--- src/rtl/alu8_exec.sv ---
// Handshaked 8-bit execute stage: single-cycle logic/arithmetic, serial shifts
// at one bit per cycle, result and Z/N/C held until writeback accepts them.
module alu8_exec (
   input  logic       CLK,
   input  logic       RST,
   input  logic       IN_VALID,
   output logic       IN_READY,
   input  logic [2:0] OP,
   input  logic [7:0] A,
   input  logic [7:0] B,
   output logic       OUT_VALID,
   input  logic       OUT_READY,
   output logic [7:0] R,
   output logic       Z,
   output logic       N,
   output logic       C
);

   typedef enum logic [1:0] {IDLE, SHIFT, HOLD} state_t;

   state_t     state, state_next;
   logic [7:0] shift_reg;
   logic [2:0] shift_cnt;
   logic       shift_left;
   logic       accept;
   logic       start_shift;
   logic [7:0] alu_res;
   logic       alu_c;
   logic [8:0] sum9;
   logic [7:0] shift_next;
   logic       shift_out;

   assign IN_READY    = (state == IDLE);
   assign OUT_VALID   = (state == HOLD);
   assign accept      = IN_READY && IN_VALID;
   assign start_shift = (OP[2:1] == 2'b11) && (B[2:0] != 3'd0);

   always_ff @(posedge CLK or posedge RST) begin
      if (RST) state <= IDLE;
      else     state <= state_next;
   end

   always_comb begin
      state_next = state;
      unique case (state)
         IDLE:    if (accept) state_next = start_shift ? SHIFT : HOLD;
         SHIFT:   if (shift_cnt == 3'd1) state_next = HOLD;
         HOLD:    if (OUT_READY) state_next = IDLE;
         default: state_next = IDLE;
      endcase
   end

   // SUB reuses the adder as A + ~B + 1, so the carry out means "no borrow"
   always_comb begin
      sum9    = {1'b0, A} + {1'b0, (OP[0] ? ~B : B)} + {8'd0, OP[0]};
      alu_res = A;
      alu_c   = 1'b0;
      unique case (OP)
         3'b000:  alu_res = A & B;
         3'b001:  alu_res = A | B;
         3'b010:  alu_res = A ^ B;
         3'b011:  alu_res = ~A;
         3'b100,
         3'b101:  begin alu_res = sum9[7:0]; alu_c = sum9[8]; end
         default: begin alu_res = A; alu_c = 1'b0; end
      endcase
   end

   always_comb begin
      shift_next = shift_left ? {shift_reg[6:0], 1'b0} : {1'b0, shift_reg[7:1]};
      shift_out  = shift_left ? shift_reg[7] : shift_reg[0];
   end

   // R only changes when a result completes; C tracks each bit shifted out
   always_ff @(posedge CLK or posedge RST) begin
      if (RST) begin
         R          <= 8'h00;
         Z          <= 1'b0;
         N          <= 1'b0;
         C          <= 1'b0;
         shift_reg  <= 8'h00;
         shift_cnt  <= 3'd0;
         shift_left <= 1'b0;
      end else begin
         unique case (state)
            IDLE: begin
               if (accept) begin
                  if (start_shift) begin
                     shift_reg  <= A;
                     shift_cnt  <= B[2:0];
                     shift_left <= ~OP[0];
                  end else begin
                     R <= alu_res;
                     Z <= (alu_res == 8'h00);
                     N <= alu_res[7];
                     C <= alu_c;
                  end
               end
            end
            SHIFT: begin
               shift_reg <= shift_next;
               shift_cnt <= shift_cnt - 3'd1;
               C         <= shift_out;
               if (shift_cnt == 3'd1) begin
                  R <= shift_next;
                  Z <= (shift_next == 8'h00);
                  N <= shift_next[7];
               end
            end
            default: ;
         endcase
      end
   end

endmodule

--- config.mk ---
export PLATFORM = sky130hd
export DESIGN_NAME = alu8_exec
export DESIGN_NICKNAME = d
export VERILOG_FILES = /design/src/rtl/alu8_exec.sv
export SDC_FILE = /design/constraint.sdc
export NUM_CORES = 1
export LEC_CHECK = 0
export ABC_AREA = 1
export BUFFER_PORTS_ARGS = -buffer_cell sky130_fd_sc_hd__buf_4
export CAP_MARGIN = 5
export CELL_PAD_IN_SITES_DETAIL_PLACEMENT = 0
export CELL_PAD_IN_SITES_GLOBAL_PLACEMENT = 1
export CORE_ASPECT_RATIO = 0.6
export CORE_UTILIZATION = 42
export DETAILED_ROUTE_END_ITERATION = 7
export PLACE_DENSITY_LB_ADDON = 0.1
export SETUP_SLACK_MARGIN = 0.2
export SLEW_MARGIN = 20
export SYNTH_ARGS = -nofsm -noshare
export SYNTH_HDL_FRONTEND = slang
export SYNTH_SLANG_ARGS = --single-unit
--- constraint.sdc ---
create_clock -name CLK -period 1.93 [get_ports CLK]
set_clock_uncertainty 0.1 [all_clocks]
set_input_delay 0.0965 -clock CLK [delete_from_list [all_inputs] [get_ports CLK]]
set_output_delay 0.0965 -clock CLK [all_outputs]
set_load 0.005 [all_outputs]
-- Yosys cells after proc, flatten, opt, wreduce, memory -nomap -nowiden
Index checks and enable logic that the tools add are counted.
- output and inout bits: 13
- input bits: 23
- flip-flop bits (word level): 25
- word-level logic and storage cells: 76
- multiplexer cells: 31
- eq/ne operators: 14
- bitwise logic cells: 6
- add/sub/neg operators: 3
- reductions and logical operators: 14
- operators with widths (cell ; count):
    two-way mux 8 bit ; 7
    case mux 8 bit (5 select lines) ; 1
    case mux 8 bit (2 select lines) ; 2
    zero test 8 bit ; 2
    NOT 8 bit ; 2
    AND reduction 3 bit ; 4
    two-way mux 1 bit ; 10
    adder 8 x 8 -> 9 bit ; 1
    adder 9 x 1 -> 9 bit ; 1
    bitwise AND 8 bit ; 1
    two-way mux 2 bit ; 4
    bitwise OR 8 bit ; 1
    XOR 8 bit ; 1
    equality test 3 x 1 -> 1 bit (second input constant) ; 2
    equality test 3 x 2 -> 1 bit (second input constant) ; 2
    equality test 3 bit (second input constant) ; 2
    two-way mux 3 bit ; 2
    inequality test 2 x 1 -> 1 bit (second input constant) ; 3
    case mux 1 bit (2 select lines) ; 3
    case mux 2 bit (3 select lines) ; 1
    case mux 3 bit (2 select lines) ; 1
    equality test 2 bit (second input constant) ; 2
    inequality test 2 bit (second input constant) ; 2
    AND reduction 4 bit ; 1
    other kinds (9) ; 10

-- Logic depth before layout (Yosys ltp)
Gate-level depths: netlist (run 1).
- depth after elaboration: 9
- gate-level depth with buffers: 16

-- Worst setup path after synthesis (run 1)
OpenSTA, ideal clock, no wires.
- path type: input to register
- start: in OP[0]
- end: reg Z
- arrival: 1855 ps
- stages on the path: 12
- path buffers: 2
- data required time: 1757 ps
- slack: -98 ps
- path through: buf_6 buf_2 xor2_1 fa_1 or2_2 nand3_1 nand3_1 nor2_1 nand2_1 nor3_2 nand2_1 a21oi_2
- cells in the longest elaborated chain, start to end: 8
- elaborated cells on any way between the ends: 15
- those cells by class: add/sub: 2; eq/ne: 5; mux: 5; reduce/logical: 3
- ends and longest elaborated chain (item ; RTL line ; source):
    start: declaration ; 8 ; input logic [2:0] OP,
    two-way mux 8 bit ; 55 ; sum9 = {1'b0, A} + {1'b0, (OP[0] ? ~B : B)} + {8'd0, OP[0]};
    adder 8 x 8 -> 9 bit ; 55 ;
    adder 9 x 1 -> 9 bit ; 55 ;
    case mux 8 bit (5 select lines) (*) ; 58 ; unique case (OP)
    zero test 8 bit (*) ; 94 ; Z <= (alu_res == 8'h00);
    two-way mux 1 bit (*) ; 88 ; if (start_shift) begin
    two-way mux 1 bit (*) ; 87 ; if (accept) begin
    case mux 1 bit (2 select lines) (*) ; 85 ; unique case (state)
    end signal: assignment ; 94 ;
    end signal: assignment ; 106 ; Z <= (shift_next == 8'h00);
    end: declaration ; 14 ; output logic Z,
Mark *: on every way between the ends. The rest lies on a longest branch, timed or not. The select of a mux whose other input is x is not followed.
A chain may end at the register's enable or synchronous reset.

-- Worst setup path in the final report (run 1)
- start: reg state[1]
- end: reg Z
- cells in the longest elaborated chain, start to end: 4
- elaborated cells on any way between the ends: 9
- those cells by class: eq/ne: 4; mux: 1; reduce/logical: 4
- ends and longest elaborated chain (item ; RTL line ; source):
    start: declaration ; 21 ; state_t state, state_next;
    start signal: assignment ; 40 ; else state <= state_next;
    zero test 2 bit ; 33, 85 ;
    logical AND 1 bit ; 35 ; assign accept = IN_READY && IN_VALID;
    inequality test 2 x 1 -> 1 bit (no line) ; -- ;
    AND reduction 4 bit (no line) ; -- ;
Several ways; a longest one is shown, not always the timed one.

==> flow_summary.yaml, run 1 <==
power:
  clkPwrFrac_pct: 11.2
  pwr-share-comb_pct: 59.3
  ir_drop_mv: 0.668
  sw_frac_of_total_pct: 43.4
  p_sw_w: 0.00136
  power.leakage_nw: 1.65
  p_int_w: 0.00178
  p_per_area_nw_per_um2: 979
  p_seq_share_pct: 29.5
synthesis:
  netlist_instances: 354
  syn_area_um2: 2470
  synth_nets: 403
  synth_cell_type_count: 39
  yosys_warnings: 0
  syn-mean-instance-area_um2: 6.98
  synth.ff_latch_count: 24
  ys_seq_area_share_pct: 24.3
critical_path:
  end_kind: "flop"
  start_kind: "flop"
  arrival_ns: 1.77
  timing.rr.start: "state[1]$_DFFE_PP0P_"
  required_ns: 1.99
  crit_start: "state[1]$_DFFE_PP0P_"
  worstSetupPathType: "flop to flop"
  crit_fanout: 8
sta:
  min_period_ns: 1.71
  rsz0062_at_grt: "yes"
  worst_slew_pin_slew_ns: 0.465
  hold_viol_final: 0
  finalMaxSlewViolations: 0
  fmax_mhz: 586
  post-route-period-util_pct: 88.4
  layout_setup_ws_ns: 0.225
  relSlewSlack_pct: 68.7
  finalSetupViolCount: 0
cts:
  cts_sinks: 24
  clock_latency_ns: 0.27
  cts_tree: "done"
  htreeDepth: 1
  root_buffer: "clkbuf_8"
  path_clk_slew_ns: 0.09
  cts_buffers: 3
  cts.path.max_buffers: 2
grt:
  antenna_found_initial: 0
  first_global_vias: 2140
  grt_util_all_layers_pct: 23.7
  grt-ovfl-total: 0
  grt_max_degree: 25
  grt_pass1_wl_um: 10900
detailed_routing:
  dr.max_layer_used: "met3"
  met1_length_um: 3940
  routed_via_density: 5.15
  dr_wl_met2_um: 2830
  firstDrtPassIters: 5
  num_vias: 2534
  wl_per_cell_um: 14.8
  wl_um: 7300
  drc: 0
  drtAntennaViolNets: 0
  wl_met3_um: 523
  drt-initial-drc-count: 163
run:
  maxCapViolations: 0
die:
  core_region_area_um2: 5620
  die_w_um: 101
  pin_count: 36
  die_h_um: 61.4
  std_cell_rows: 21
  die_area_um2: 6210
  initial_core_util_pct: 44.0
layout:
  area_growth_pct: 29.8
  final_layout_size_suffix_gt1_share_pct: 27.7
  insertedDiodeCount: 0
  fillers: 554
  layout_commonest_cell: "nand2_1"
  fin_util_pct: 57.1
  final_cell_mix: "nand2_1 (87), buf_4 (57), inv_1 (52), nand3_1 (23), dfrtp_1 (22)"
  layout.nets: 462
worst_hold_path:
  holdCritStartpoint: "A[3]"
  hp-class: "input pin to flop"
place:
  dp_slack_ns: -0.112
  port-buffer-count: 35
  hpwl_um: 5630
  gp_congestion: 0.899
status:
  status: "finished, final reports clean"
[path summary, 6_finish.rpt]
path,endpoint,depth (start not counted),slack (ns)
min reg2reg,R[0]$_DFFE_PP0P_,2,0.39
max,Z$_DFFE_PP0P_,10,0.22
max reg2reg,Z$_DFFE_PP0P_,10,0.22
min in group asynchronous,state[1]$_DFFE_PP0P_,4,0.32
max in group asynchronous,shift_left$_DFFE_PP0P_,4,1.14
min,shift_reg[3]$_DFFE_PP0P_,3,0.05
[worst max-delay path: stages, from the launching register on]
cell     delay (ns)
dfrtp_1        0.42
inv_2          0.11
nand2_4        0.09
buf_4          0.16
a21oi_1        0.14
inv_2          0.09
nand2_4        0.12
inv_6          0.07
or2_1          0.20
inv_1          0.06
a21oi_2        0.03
[area by class of cell]
cell class | instances | area (µm²) | area share, %
multi-input cells | 264 | 1730 | 53.9
flip-flops and latches | 24 | 603 | 18.8
repair buffers | 62 | 490 | 15.3
inverters | 58 | 230 | 7.18
well taps | 80 | 100 | 3.12
clock buffers | 4 | 55.1 | 1.72
[cells in the mapped netlist]
| cell | instances | area share, % |
|---|---|---|
| a21oi_1 | 10 | 2.0 |
| o21a_1 | 4 | 1.2 |
| nor2_4 | 2 | 0.91 |
| nor4_1 | 1 | 0.25 |
| buf_6 | 1 | 0.46 |
| nand3b_1 | 6 | 1.8 |
| nor3_1 | 5 | 1.0 |
| o221ai_1 | 3 | 1.1 |
| nor3b_1 | 1 | 0.30 |
| nor2_1 | 21 | 3.2 |
| ha_1 | 25 | 13 |
| dfrtp_1 | 24 | 24 |
| o211ai_1 | 5 | 1.5 |
| inv_4 | 2 | 0.51 |
| clkbuf_1 | 3 | 0.46 |
| nand2_2 | 1 | 0.25 |
| or2_2 | 4 | 1.0 |
| nand4_1 | 6 | 1.5 |
| a21boi_0 | 4 | 1.2 |
| a31oi_4 | 1 | 0.86 |
| nand2_1 | 93 | 14 |
| buf_2 | 2 | 0.40 |
| inv_1 | 55 | 8.4 |
| nor3_2 | 3 | 1.2 |
| a21oi_2 | 1 | 0.35 |
| xor2_1 | 7 | 2.5 |
| buf_4 | 3 | 0.91 |
| o21ai_0 | 18 | 3.6 |
| fa_1 | 1 | 0.81 |
| nand3_1 | 27 | 5.5 |
| a221oi_1 | 1 | 0.35 |
| a31oi_1 | 1 | 0.25 |
| or2_1 | 1 | 0.25 |
| o311ai_2 | 3 | 2.0 |
| a211oi_1 | 1 | 0.30 |
| clkinv_1 | 1 | 0.15 |
| nor2_2 | 3 | 0.76 |
| o31ai_1 | 1 | 0.30 |
| nand2_4 | 3 | 1.4 |
[power groups by stage]
stage	logic, W	registers (W)	clock network, W
after detailed placement	0.00157	0.000914	0
final	0.00186	0.000927	0.000351
after global routing	0.00207	0.000961	0.000378
after global placement	0.00157	0.000907	0
after floorplan	0.00106	0.000870	0
after CTS	0.00158	0.000908	0.000358
[stage by stage]
step | hold slack [ns] | setup TNS, ns | std cells | total power (W) | cell area, µm²
floorplan | 0.0111 | 0 | 354 | 0.00193 | 2520
global placement | 0.0651 | -0.243 | 476 | 0.00248 | 2930
detailed placement | 0.0732 | -0.292 | 476 | 0.00248 | 2930
CTS | 0.0315 | 0 | 482 | 0.00285 | 3010
global route | 0.0552 | 0 | 492 | 0.00341 | 3210
finish | 0.0501 | 0 | 492 | 0.00314 | 3210
[cell families after synthesis]
| group | Yosys count | share of synthesized area (%) |
|---|---|---|
| and+or+nand+nor | 177 | 33.5 |
| buffers and inverters | 67 | 11.2 |
| AOI/OAI and AO/OA | 53 | 15.1 |
| adders and majority gates | 26 | 13.5 |
| DFF | 24 | 24.3 |
| xor gates and xnor gates | 7 | 2.48 |
[what timing repair did]
action	in CTS	in global routing
pin swaps	3	12
hold endpoints to repair	25	0
resized for setup	3	31
endpoints found under the setup margin	4	9
setup buffers	0	9
hold buffers	2	0
cloned	0	1
[per-layer routing]
layer | vias to the layer above | GRT usage (%)
met1 | 1177 | 37.2
li1 | 1275 | -
met2 | 82 | 34.0
met5 | - | 0
met3 | 0 | 5.45
met4 | 0 | 1.45
Power figures use the tool's default switching activity.
==> run 2, diff against run 1 <==
==> constraint.sdc (replaced) <==
create_clock -name CLK -period 1.7 [get_ports CLK]
set_clock_uncertainty 0.1 [all_clocks]
set_input_delay 0.085 -clock CLK [delete_from_list [all_inputs] [get_ports CLK]]
set_output_delay 0.085 -clock CLK [all_outputs]
set_load 0.005 [all_outputs]
==> flow_summary.yaml, run 2 (synthesized netlist as in run 1, its figures left out) <==
power:
  p_sw_w: 0.00163
  sw_frac_of_total_pct: 41.9
  clkPwrFrac_pct: 10.3
  p_seq_share_pct: 27.1
  total_power_w: 0.00388
  pwr-share-comb_pct: 62.6
  ir_drop_mv: 0.768
  p_per_area_nw_per_um2: 1100
  p_int_w: 0.00226
  power.leakage_nw: 1.82
cts:
  root_buffer: "clkbuf_8"
  cts_buffers: 3
  clock_latency_ns: 0.27
  cts_sinks: 24
  cts.path.max_buffers: 2
  htreeDepth: 1
  cts_tree: "done"
  path_clk_slew_ns: 0.08
sta:
  finalSetupViolCount: 0
  layout_setup_ws_ns: 0.0599
  rsz0062_at_grt: "yes"
  fmax_mhz: 610
  post-route-period-util_pct: 96.5
  min_period_ns: 1.64
  finalMaxSlewViolations: 0
  worst_slew_pin_slew_ns: 0.404
  relSlewSlack_pct: 72.8
  hold_viol_final: 0
detailed_routing:
  routed_via_density: 5.04
  drtAntennaViolNets: 0
  wl_um: 7720
  num_vias: 2614
  firstDrtPassIters: 4
  drc: 0
  wl_per_cell_um: 14.9
  drt-initial-drc-count: 246
place:
  dp_slack_ns: -0.385
  placed_cells: 502
  gp_congestion: 0.915
  port-buffer-count: 35
  hpwl_um: 6030
grt:
  grt-ovfl-total: 0
  grt_max_degree: 25
  first_global_vias: 2409
  antenna_found_initial: 0
  grt_util_all_layers_pct: 26.1
  grt_pass1_wl_um: 12200
worst_hold_path:
  hp-class: "input pin to flop"
  holdCritStartpoint: "OP[0]"
critical_path:
  start_kind: "flop"
  worstSetupPathType: "flop to flop"
  crit_fanout: 7
  regToRegSetupSlack_ns: 0.06
  required_ns: 1.77
  timing.rr.start: "state[1]$_DFFE_PP0P_"
  end_kind: "flop"
  crit_start: "state[1]$_DFFE_PP0P_"
  arrival_ns: 1.71
layout:
  regArea_um2: 603
  fin_util_pct: 62.9
  multi_input_area_um2: 1790
  fillers: 539
  layout.nets: 489
  layout_commonest_cell: "nand2_1"
  final_cell_mix: "nand2_1 (82), buf_4 (75), inv_1 (49), ha_1 (23), dfrtp_1 (22)"
  insertedDiodeCount: 0
  post_layout_nonfiller_instances: 519
  area_growth_pct: 43.0
  final_layout_size_suffix_gt1_share_pct: 36.2
run:
  maxCapViolations: 0
die:
  die_w_um: 101
  core_region_area_um2: 5620
  pin_count: 36
  die_area_um2: 6210
  initial_core_util_pct: 44.0
  std_cell_rows: 21
  die_h_um: 61.4
status:
  status: "finished, final reports clean"
## run 2: changes by cell type in the layout (fill, tap and decap cells not counted), moves of 3 or more
cell	delta
a21oi_1	-3
o21ai_0	-6
inv_2	+3
inv_1	-3
nand2_2	+3
o21ai_1	+6
buf_6	+9
a21oi_2	+4
buf_4	+18
nand2_1	-5
## run 2: layer usage
layer,GRT usage (%),wire length [µm]
met5,0,0
met2,37.4,3120
met4,2.48,13
met1,41.1,4060
met3,5.22,524
## run 2: critical path, stage by stage, from the launching register on
cell and delay [ns]:
dfrtp_1 0.40, buf_6 0.13, nor2_4 0.11, inv_2 0.03, o21a_1 0.20, nor2_4 0.14, nand2_4 0.10, inv_6 0.10
o211ai_1 0.10, o21a_1 0.11
## run 2: repair_timing
item | CTS | global route
cloned | 1 | 0
endpoints found under the hold margin | 25 | 0
buffers inserted | 8 | 2
gates resized for setup | 29 | 36
hold buffers | 2 | 0
pin swaps | 23 | 24
endpoints found under the setup margin | 17 | 23
## run 2: power groups by stage
| stage | clock (W) | combinational [W] | sequential, W |
|---|---|---|---|
| after global routing | 0.000429 | 0.00270 | 0.00109 |
| after CTS | 0.000410 | 0.00221 | 0.00104 |
| after floorplan | 0 | 0.00121 | 0.000991 |
| after global placement | 0 | 0.00199 | 0.00103 |
| final | 0.000401 | 0.00243 | 0.00105 |
| after detailed placement | 0 | 0.00201 | 0.00104 |
## run 2: per-stage QoR
| step | instance area, µm² | setup TNS [ns] | hold WS [ns] |
|---|---|---|---|
| after floorplan | 2540 | -0.305 | -0.000378 |
| after global placement | 3140 | -1.94 | 0.0555 |
| after detailed placement | 3140 | -2.09 | 0.0578 |
| after CTS | 3380 | 0 | 0.0610 |
| after global routing | 3540 | -0.0398 | 0.0719 |
| final | 3540 | 0 | 0.0515 |
## run 2: cell type report
class	count	area share, %
multi-input combinational	263	50.7
tap	80	2.83
inverter	58	6.48
sequential	24	17.1
timing repair buffer	90	21.3
clock buffer	4	1.56
## run 2: worst paths after layout
| check | cells after the start | endpoint |
|---|---|---|
| worst max register to register | 9 | R[6]$_DFFE_PP0P_ |
| worst max-delay path | 9 | R[6]$_DFFE_PP0P_ |
| min in group asynchronous | 4 | shift_reg[5]$_DFFE_PP0P_ |
| worst min register to register | 2 | R[0]$_DFFE_PP0P_ |
| worst min-delay path | 3 | shift_left$_DFFE_PP0P_ |
| max in group asynchronous | 4 | shift_left$_DFFE_PP0P_ |
